`config.mk`:
```
export PLATFORM = sky130hd
export DESIGN_NAME = pts_tx_ctrl
export DESIGN_NICKNAME = d
export VERILOG_FILES = /design/src/rtl/pts_tx_ctrl.sv
export SDC_FILE = /design/constraint.sdc
export NUM_CORES = 1
export LEC_CHECK = 0
export CORE_ASPECT_RATIO = 1.1
export CORE_UTILIZATION = 40
export DETAILED_ROUTE_END_ITERATION = 7
export GPL_TIMING_DRIVEN = 0
export SYNTH_ARGS = -nofsm -noshare
export SYNTH_HDL_FRONTEND = slang
export SYNTH_SLANG_ARGS = --single-unit
```
`constraint.sdc`:
```
create_clock -name clk -period 2.65 [get_ports clk]
set_clock_uncertainty 0.05 [all_clocks]
set_input_delay 0.6625 -clock clk [delete_from_list [all_inputs] [get_ports clk]]
set_output_delay 0.6625 -clock clk [all_outputs]
set_load 0.02 [all_outputs]
```
`src/rtl/pts_tx_ctrl.sv`:
```
// Transmit framing controller feeding flex_pts_sr (SIZE = FRAME_BITS, MSB = 0).
// Buffers one word, frames it as {stop, data, start} and paces LSB-first shifting.
module pts_tx_ctrl #(
    parameter  int DATA_BITS  = 8,
    parameter  int BIT_PERIOD = 10,
    parameter  int STOP_BITS  = 1,
    localparam int FRAME_BITS = DATA_BITS + 1 + STOP_BITS
) (
    input  logic                  clk,
    input  logic                  n_rst,
    input  logic [DATA_BITS-1:0]  tx_data,
    input  logic                  tx_valid,
    output logic                  tx_ready,
    output logic [FRAME_BITS-1:0] pts_parallel_in,
    output logic                  pts_load_enable,
    output logic                  pts_shift_enable,
    output logic                  tx_busy,
    output logic                  frame_done
);

    localparam int TW = (BIT_PERIOD > 1) ? $clog2(BIT_PERIOD) : 1;
    localparam int CW = $clog2(FRAME_BITS + 1);
    localparam logic [TW-1:0] T_LAST = TW'(BIT_PERIOD - 1);
    localparam logic [CW-1:0] C_LAST = CW'(FRAME_BITS - 1);

    typedef enum logic [1:0] {
        IDLE,
        LOAD,
        SEND
    } state_t;

    state_t                state_q, state_d;
    logic [TW-1:0]         timer_q, timer_d;
    logic [CW-1:0]         bit_cnt_q, bit_cnt_d;
    logic                  buf_valid;
    logic [DATA_BITS-1:0]  buf_data;
    logic                  buf_clr;
    logic                  load_d;
    logic                  shift_d;
    logic                  done_d;
    logic [FRAME_BITS-1:0] frame_d;

    assign tx_ready = !buf_valid;
    assign tx_busy  = buf_valid | (state_q != IDLE);

    // One-entry buffer; LOAD is the only state that clears it and tx_ready is low there.
    always_ff @(posedge clk or negedge n_rst) begin
        if (!n_rst) begin
            buf_valid <= 1'b0;
            buf_data  <= '0;
        end else if (buf_clr) begin
            buf_valid <= 1'b0;
        end else if (tx_valid && !buf_valid) begin
            buf_valid <= 1'b1;
            buf_data  <= tx_data;
        end
    end

    always_ff @(posedge clk or negedge n_rst) begin
        if (!n_rst) begin
            state_q   <= IDLE;
            timer_q   <= '0;
            bit_cnt_q <= '0;
        end else begin
            state_q   <= state_d;
            timer_q   <= timer_d;
            bit_cnt_q <= bit_cnt_d;
        end
    end

    always_comb begin
        state_d   = state_q;
        timer_d   = timer_q;
        bit_cnt_d = bit_cnt_q;
        buf_clr   = 1'b0;
        unique case (state_q)
            IDLE: begin
                if (buf_valid) state_d = LOAD;
            end
            LOAD: begin
                state_d   = SEND;
                timer_d   = '0;
                bit_cnt_d = '0;
                buf_clr   = 1'b1;
            end
            SEND: begin
                if (timer_q == T_LAST) begin
                    timer_d   = '0;
                    bit_cnt_d = bit_cnt_q + 1'b1;
                    if (bit_cnt_q == C_LAST) state_d = buf_valid ? LOAD : IDLE;
                end else begin
                    timer_d = timer_q + 1'b1;
                end
            end
            default: state_d = IDLE;
        endcase

        // Outputs are registered, so they are decoded from the next-state values.
        load_d  = (state_d == LOAD);
        shift_d = (state_d == SEND) && (timer_d == T_LAST);
        done_d  = shift_d && (bit_cnt_d == C_LAST);
        frame_d = load_d ? {{STOP_BITS{1'b1}}, buf_data, 1'b0} : '1;
    end

    always_ff @(posedge clk or negedge n_rst) begin
        if (!n_rst) begin
            pts_load_enable  <= 1'b0;
            pts_shift_enable <= 1'b0;
            frame_done       <= 1'b0;
            pts_parallel_in  <= '1;
        end else begin
            pts_load_enable  <= load_d;
            pts_shift_enable <= shift_d;
            frame_done       <= done_d;
            pts_parallel_in  <= frame_d;
        end
    end

endmodule

```
After elaboration in Yosys (flattened, before gate mapping) --
Cells that the tools add are included.
Word-level totals: bits in latches 0, logic and storage cells 42, input port bits 11, memories kept 0, bits in read-only memories 0, bits in writable memories 0, bits in registers 32, output and inout port bits 15
Operators by class: add/subtract/negate cells 2, magnitude comparators 0, multipliers 0, multiplexer cells 13, div/mod/pow operators 0, shift operators 0, equality and inequality tests 8, reduce and logical (&&, ||, !) cells 8, bitwise operators 2
Operators by type and width (number):
- $eq 4x4->1 const B | 4
- $pmux 4 s2 | 2
- $mux 9 | 1
- $add 4x1->4 const B | 2
- $mux 4 | 2
- $mux 2 | 3
- $pmux 2 s3 | 1
- $eq 2x1->1 const B | 2
- $eq 2x2->1 const B | 2
- $mux 1 | 4
- $reduce_bool 2->1 | 2
- $logic_and 1x1->1 | 3
- $logic_not 2->1 | 1
- $reduce_and 2->1 | 1
- $logic_not 1->1 | 1
- $not 1->1 | 1
- $or 1x1->1 | 1

Depth between registers and ports, before layout --
Gate-level depths: netlist of the first run.
depth after elaboration 7, depth in mapped cells 8, mapped depth without buffers 7

Worst setup path after synthesis of the first run --
No wires, ideal clock.
path type register -> register, from reg state_q[1], to reg frame_done, arrival time 1.643 ns, path slack 0.836 ns, period minus slack after synthesis 1.814 ns, library setup time 0.121 ns, path buffers 0, cell stages (with the launch flop) 8, data required time 2.479 ns, path through dfrtp_1 > inv_1 > ha_1 > nand2_1 > nor3b_1 > a221oi_1 > and4_1 > and4bb_1
On the way: word-level cells in the longest chain between the ends 6, elaborated cells between the ends (all ways) 14, those cells by class eq/ne: 5; mux: 6; reduce/logical: 3
RTL lines:
- start: declaration | RTL line 32 | state_t state_q, state_d;
- start signal: assignment | RTL line 65 | state_q <= state_d;
- $mux 2 | RTL line 90 | if (bit_cnt_q == C_LAST) state_d = buf_valid ? LOAD : IDLE;
- $mux 2 | RTL line 87 | if (timer_q == T_LAST) begin
- $pmux 2 s3 | RTL line 76 | unique case (state_q)
- $eq 2x2->1 | RTL line 100 | shift_d = (state_d == SEND) && (timer_d == T_LAST);
- $logic_and 1x1->1 (*) | RTL line 100
- named net shift_d | RTL line 39 | logic shift_d;
- $logic_and 1x1->1 (*) | RTL line 101 | done_d = shift_d && (bit_cnt_d == C_LAST);
- named net done_d | RTL line 40 | logic done_d;
- end signal: assignment | RTL line 114 | frame_done <= done_d;
- end: declaration | RTL line 18 | output logic frame_done
Mark *: on every way through the listed nets, which the timed path passes. The rest lies on a longest branch. A chain may end at the register's enable or synchronous reset.

Final worst setup path of the first run --
from reg state_q[0], to out tx_busy
On the way: word-level cells in the longest chain between the ends 2
RTL lines:
- $reduce_bool 2->1 | RTL line 44 | assign tx_busy = buf_valid | (state_q != IDLE);
- $or 1x1->1 | RTL line 44
- end: declaration | RTL line 17 | output logic tx_busy,
Every way passes these cells.

==> flow_summary_export.csv, run 1 <==
group,metric,value,unit
status,status,"finished, final reports clean",
critical_path,worstSetupPathType,"flip-flop to primary output",
detailed_routing,wl,2650,um
critical_path,crit_path_start_kind,"flip-flop",
timing,fin_tns_setup,0,ns
detailed_routing,dr.pass1.iters,4,
clock_tree,path_clk_slew,0.09,ns
critical_path,cp.required,1.94,ns
synth,ys_ff_latch,31,
die,dieArea,3910,um^2
timing,fmax,396,MHz
placed_design,pre_cts_ws,0.317,ns
detailed_routing,via_per_inst,5.09,
cells_and_area,seqCellArea,788,um^2
timing,rsz0062_at_grt,"no",
timing,setup_violations,0,
die,die_w,59.7,um
clock_tree,insertion_delay,0.32,ns
placed_design,gp_congestion,0.870,
synth,postSynthCellCount,126,
placed_design,dp_hpwl,1970,um
cells_and_area,drive_gt1_share,21.5,%
detailed_routing,route.detailed.drc,0,
timing,relSlewSlack,55.9,%
die,core_area,3410,um^2
synth,synth.avg_cell_area,11.6,um^2
run,cap_violations,0,
synth,syn_nets,145,
pwr,ir_drop,0.000502,V
grt,grt_pass1_vias,1074,
clock_tree,cts_made_buffers,5,
synth,synth.area.top_cells,"dfrtp_1 (38%), dfstp_2 (16%), ha_1 (6.8%), mux2_2 (6.1%), or3_1 (3.4%)",
timing,post-route-period-util,95.2,%
critical_path,crit_path_max_incr_delay,0.60,ns
synth,ys_seq_area_share,53.7,%
cells_and_area,antennaDiodeCount,0,
critical_path,crit_slowest_cell,"clkdlybuf4s50_1",
critical_path,cp_top_family,"buffers and inverters",
detailed_routing,via_count,1048,
cells_and_area,final_nets,176,
cells_and_area,syn2layout_area_growth,23.6,%
critical_path,worst-path-buf-inv,2,
detailed_routing,met1_length,1180,um
critical_path,r2r_start,"timer_q[1]",
detailed_routing,dr_wl_met2,1320,um
pwr,p_leak,0.804,nW
cells_and_area,fill_cells,343,
critical_path,crit_fanout,6,
worst_hold_path,hp-class,"primary input to asynchronous set/reset pin",
grt,grt_overflow,0,
die,num_rows,22,
clock_tree,postCtsSetupBuffers,0,
clock_tree,cts_tree,"yes",
critical_path,rr_worst_depth,7,
cells_and_area,multiInputGateArea,616,um^2
pwr,power_density,936,nW/um^2
detailed_routing,post_drt_wl_per_cell,12.9,um
critical_path,timing.rr.end,"pts_parallel_in[1]",
timing,period_minus_slack,2.52,ns
grt,grt_max_degree,32,
die,pin_count,26,
grt,antenna_found_initial,0,
clock_tree,clock-sinks,31,
timing,drv_slew,0,
clock_tree,root_buffer,"clkbuf_4",
detailed_routing,wl_met3,114,um
synth,synth_area,1470,um^2
detailed_routing,drt_iter0_drc,29,
synth,ys_warn_count,0,
detailed_routing,ant_nets,0,
clock_tree,htree_levels,2,
placed_design,io_buffers,24,
synth,synth_top_area_share,37.5,%
grt,grt_usage,16.8,%
clock_tree,clk_path_buf_depth,2,
timing,worst_pin_slew,0.662,ns
die,die_h,65.5,um
detailed_routing,highest_layer,"met4",
timing,setup_ws,0.128,ns
synth,ys_types,38,
critical_path,crit_chain,"inv_1, ha_1, nand2_1, clkdlybuf4s50_1",
critical_path,worst_setup_path_end_kind,"primary output",
critical_path,worst_ep_arrival_time,1.81,ns
critical_path,rrSetupSlack,0.60,ns
timing,hold_viol,0,
grt,grt_pass1_wl,4750,um
synth,yosys.area.top_type,"dfrtp_1",
die,start_util,43.0,%
==> where the power goes <==
group          leakage, nW  internal [mW]  total, mW  switching [mW]
sequential           0.376          0.631      0.710          0.0789
combinational        0.399          0.321      0.733           0.412
clock               0.0293          0.103      0.255           0.151
==> final cells by class <==
type / instances / area share [%]
tap: 48 / 3.31
sequential: 31 / 43.5
clock inverter: 1 / 0.276
inverter: 11 / 2.28
timing repair buffer: 24 / 13.0
multi-input combinational: 81 / 34.0
clock buffer: 7 / 2.48
buffer: 3 / 1.24
==> synth_stat cells <==
| cell type | instances |
|---|---|
| dfrtp_1 | 22 |
| inv_1 | 11 |
| dfstp_2 | 9 |
| nand2_1 | 9 |
| ha_1 | 8 |
| mux2_2 | 8 |
| or3_1 | 8 |
| nor2_1 | 7 |
| a21oi_1 | 3 |
| a31oi_1 | 3 |
| o21ai_0 | 3 |
| a21oi_2 | 2 |
| nand3_1 | 2 |
| nand4_1 | 2 |
| nor3b_1 | 2 |
| o211ai_2 | 2 |
| o22ai_1 | 2 |
| o31ai_1 | 2 |
| xor2_1 | 2 |
| a221oi_1 | 1 |
| a22o_1 | 1 |
| a2bb2oi_1 | 1 |
| and3_1 | 1 |
| and3b_1 | 1 |
| and4_1 | 1 |
| and4bb_1 | 1 |
| buf_4 | 1 |
| buf_6 | 1 |
| clkbuf_1 | 1 |
| conb_1 | 1 |
| nand2b_1 | 1 |
| nand3b_1 | 1 |
| nand3b_4 | 1 |
| nor3b_2 | 1 |
| nor4b_1 | 1 |
| o21ai_1 | 1 |
| o31a_1 | 1 |
| or2_2 | 1 |
==> worst max-delay path by stage <==
stage	depth (start not counted)	end	start	slack [ns]
2_1_floorplan	7	frame_done	state_q[1]	0.84
3_3_place_gp	1	buf_data[2]	n_rst	0.30
3_5_place_dp	1	buf_data[2]	n_rst	0.32
4_1_cts	4	tx_busy	state_q[1]	0.09
5_1_grt	4	tx_busy	state_q[0]	0.02
6_report	4	tx_busy	state_q[0]	0.13
==> registers in the layout (all words and copies together) (netlist names) <==
name	cells
pts_parallel_in	9
frame_done	1
buf_valid	1
pts_load_enable	1
timer_q	4
buf_data	8
pts_shift_enable	1
bit_cnt_q	4
state_q	2
==> through the flow <==
step / cells / util [%] / area (um^2) / total power, mW / hold slack (ns)
finish: 206 / 53.1 / 1810 / 1.70 / 0.310
global route: 206 / 53.1 / 1810 / 1.83 / 0.346
CTS: 206 / 53.2 / 1820 / 1.71 / 0.427
detailed placement: 198 / 51.8 / 1770 / 1.45 / 0.405
global placement: 198 / 51.8 / 1770 / 1.43 / 0.397
floorplan: 126 / - / 1470 / 1.21 / 0.317
==> repair_timing <==
action,CTS,global route
hold buffers,0,0
setup endpoints to repair,0,1
resized for setup,0,1
==> cells in the final DEF, fill, tap and decap left out, drive strengths merged, types with 4 or more instances in the layout <==
cell,count
clkdlybuf4s50,23
dfrtp,22
inv,11
nand2,9
dfstp,9
or3,8
mux2,8
ha,8
clkbuf,8
nor2,7
a21oi,5
o21ai,4
==> cells by family after synthesis <==
logic type / after synthesis / share of synthesized area [%]
compound gates: 22 / 10.8
simple gates: 40 / 16.7
xor+xnor: 2 / 1.19
other cells: 1 / 0.256
mux: 8 / 6.14
buf+inv: 14 / 4.35
fa+ha+maj: 8 / 6.83
flops: 31 / 53.7
==> routing by layer <==
metal / GRT usage (%) / vias up
met5: 0 / -
met4: 7.56 / 0
met3: 6.30 / 6
met2: 27.8 / 27
met1: 19.0 / 507
li1: - / 508
(Power assumes the default switching activity.)
==> run 2, diff against run 1 <==
--- a/config.mk
+++ b/config.mk
@@ -5,6 +5,7 @@
 export SDC_FILE = /design/constraint.sdc
 export NUM_CORES = 1
 export LEC_CHECK = 0
+export ABC_AREA = 1
 export CORE_ASPECT_RATIO = 1.1
 export CORE_UTILIZATION = 40
 export DETAILED_ROUTE_END_ITERATION = 7
==> flow_summary_export.csv, run 2 <==
group,metric,value,unit
timing,fmax,404,MHz
cells_and_area,final_common_cell,"nand2_1",
pwr,p_leak,0.974,nW
detailed_routing,via_count,1099,
cells_and_area,largest_register_ffs,9,
status,status,"finished, final reports clean",
die,die_h,65.2,um
detailed_routing,drt_iter0_drc,46,
pwr,power_switching,224,uW
critical_path,r2r_start,"state_q[1]",
critical_path,crit_start,"state_q[1]",
critical_path,rrSetupSlack,0.73,ns
critical_path,crit_fanout,5,
pwr,pwr-share-clk,34.3,%
synth,synth_area,1450,um^2
timing,period_minus_slack,2.47,ns
timing,hold_viol,0,
timing,rsz0062_at_grt,"no",
placed_design,io_buffers,24,
die,num_rows,22,
timing,drv_slew,0,
clock_tree,insertion_delay,0.33,ns
pwr,ir_drop,0.000311,V
synth,ys.flop_type,"dfrtp_1",
clock_tree,postCtsSetupBuffers,0,
detailed_routing,route.detailed.drc,0,
critical_path,crit_chain,"inv_1, ha_1, nand2_1, clkdlybuf4s50_1",
timing,fin_tns_setup,0,ns
cells_and_area,largest_registers,"pts_parallel_in: 9 flops, buf_data: 8 flops",
clock_tree,cts_resized,0,
synth,ys_ff_latch,31,
cells_and_area,multiInputGateArea,524,um^2
synth,ys_warn_count,0,
synth,ys_types,19,
die,core_area,3390,um^2
critical_path,rr_worst_depth,11,
cells_and_area,syn2layout_area_growth,25.4,%
grt,grt_max_degree,32,
synth,syn_nets,188,
synth,synth.avg_cell_area,8.58,um^2
cells_and_area,drive_gt1_share,12.4,%
die,dieArea,3870,um^2
critical_path,worst_ep_arrival_time,1.76,ns
critical_path,crit_path_max_incr_delay,0.59,ns
synth,synth_top_area_share,38.0,%
cells_and_area,seqCellArea,787,um^2
critical_path,critPathCapture,"tx_busy",
cells_and_area,antennaDiodeCount,0,
clock_tree,clk_path_buf_depth,2,
synth,synthTopCellsByCount,"nand2_1 (43), inv_1 (34), dfrtp_1 (22)",
grt,antenna_found_initial,0,
cells_and_area,fill_cells,337,
synth,postSynthCellCount,169,
placed_design,pre_cts_ws,0.299,ns
critical_path,crit_path_start_kind,"flip-flop",
detailed_routing,dr.pass1.iters,4,
synth,yosysMostFrequentCell,"nand2_1",
cells_and_area,largest_register,"pts_parallel_in",
synth,synth-edff-count,0,
detailed_routing,post_drt_wl_per_cell,10.0,um
detailed_routing,ant_nets,0,
clock_tree,htree_levels,2,
critical_path,crit_slowest_cell,"clkdlybuf4s50_1",
critical_path,cp.required,1.94,ns
placed_design,gp_congestion,0.793,
pwr,power_density,510,nW/um^2
grt,grt_usage,15.2,%
synth,yosys.area.top_type,"dfrtp_1",
timing,setup_ws,0.175,ns
timing,setup_violations,0,
detailed_routing,via_per_inst,4.41,
clock_tree,clock-sinks,31,
pwr,internal_power,703,uW
timing,worst_pin_slew,0.666,ns
synth,synthArstFlopShare,100,%
run,cap_violations,0,
cells_and_area,final_nets,219,
detailed_routing,wl,2500,um
die,die_w,59.4,um
timing,relSlewSlack,55.6,%
grt,grt_overflow,0,
pwr,power_frac_comb,9.1,%
grt,grt_pass1_wl,4270,um
critical_path,timing.rr.end,"frame_done",
clock_tree,cts_made_buffers,5,
worst_hold_path,hp-class,"primary input to asynchronous set/reset pin",
die,start_util,42.8,%
timing,post-route-period-util,93.4,%
clock_tree,ctsHoldBuffers,0,
clock_tree,cts_tree,"yes",
die,pin_count,26,
pwr,pwr-share-seq,56.6,%
critical_path,worstSetupPathType,"flip-flop to primary output",
clock_tree,path_clk_slew,0.10,ns
synth,ys_seq_area_share,54.3,%
cells_and_area,layout_common_cells,"nand2_1 (43), inv_1 (34), clkdlybuf4s50_1 (23)",
pwr,switching_share,24.1,%
clock_tree,root_buffer,"clkbuf_4",
timing,fin_hold_ws,0.302,ns
critical_path,worst_setup_path_end_kind,"primary output",
placed_design,dp_hpwl,1870,um
synth,synth.area.top_cells,"dfrtp_1 (38%), dfstp_2 (16%), nand2_1 (11%), inv_1 (8.8%), ha_1 (6.9%)",
grt,grt_pass1_vias,1053,
==> run 2: final cells by class <==
type                            instances  share of cell area [%]
Sequential cell                        31                    43.3
Buffer                                  2                   0.619
Inverter                               34                    7.02
Timing Repair Buffer                   24                    12.9
Tap cell                               48                    3.30
Clock inverter                          1                   0.413
Multi-Input combinational cell        102                    28.8
Clock buffer                            7                    3.58
==> run 2: worst min path at each step <==
stage	from	to	slack (ns)	cells after the start
floorplan	n_rst	bit_cnt_q[0]	0.32	0
global placement	buf_data[2]	pts_parallel_in[3]	0.38	2
detailed placement	buf_data[5]	pts_parallel_in[6]	0.39	2
CTS	buf_data[0]	pts_parallel_in[1]	0.42	2
global route	n_rst	buf_data[3]	0.36	1
finish	n_rst	buf_data[2]	0.30	1
==> run 2: kinds of logic (layout without fill, tap and decap cells) <==
kind of cell,after synthesis,count (layout),synth area share (%)
flops,31,31,54.3
xor+xnor,1,1,0.604
fa+ha+maj,8,8,6.90
buf+inv,36,68,9.58
other cells,1,1,0.259
compound gates,12,12,4.31
simple gates,80,80,24.1
==> run 2: metrics by stage <==
step	instance area [um^2]	total power, mW	util (%)	instances
2_1_floorplan	1450	0.581	-	169
3_3_place_gp	1750	0.616	51.7	241
6_report	1820	0.927	53.7	249
3_5_place_dp	1750	0.622	51.7	241
4_1_cts	1820	0.943	53.8	249
5_1_grt	1820	0.977	53.7	249
==> run 2: per-layer routing <==
layer  part of all wire (%)  GRT usage [%]
met5                      0              0
met2                     49           25.4
met1                     44           17.1
met3                    4.4           5.31
met4                    2.0           7.14
==> run 2: critical path: cells and delay by family (launching register included) <==
kind,cells,cell delay (ns)
flops,1,0.44
simple gates,1,0.08
buf+inv,2,0.69
fa+ha+maj,1,0.22
==> run 2: power by group through the flow <==
stage | Sequential, mW | Combinational (mW) | Clock [mW]
2_1_floorplan | 0.531 | 0.0501 | 0
3_3_place_gp | 0.533 | 0.0830 | 0
3_5_place_dp | 0.535 | 0.0870 | 0
4_1_cts | 0.526 | 0.0875 | 0.330
5_1_grt | 0.529 | 0.0992 | 0.349
6_report | 0.525 | 0.0843 | 0.318
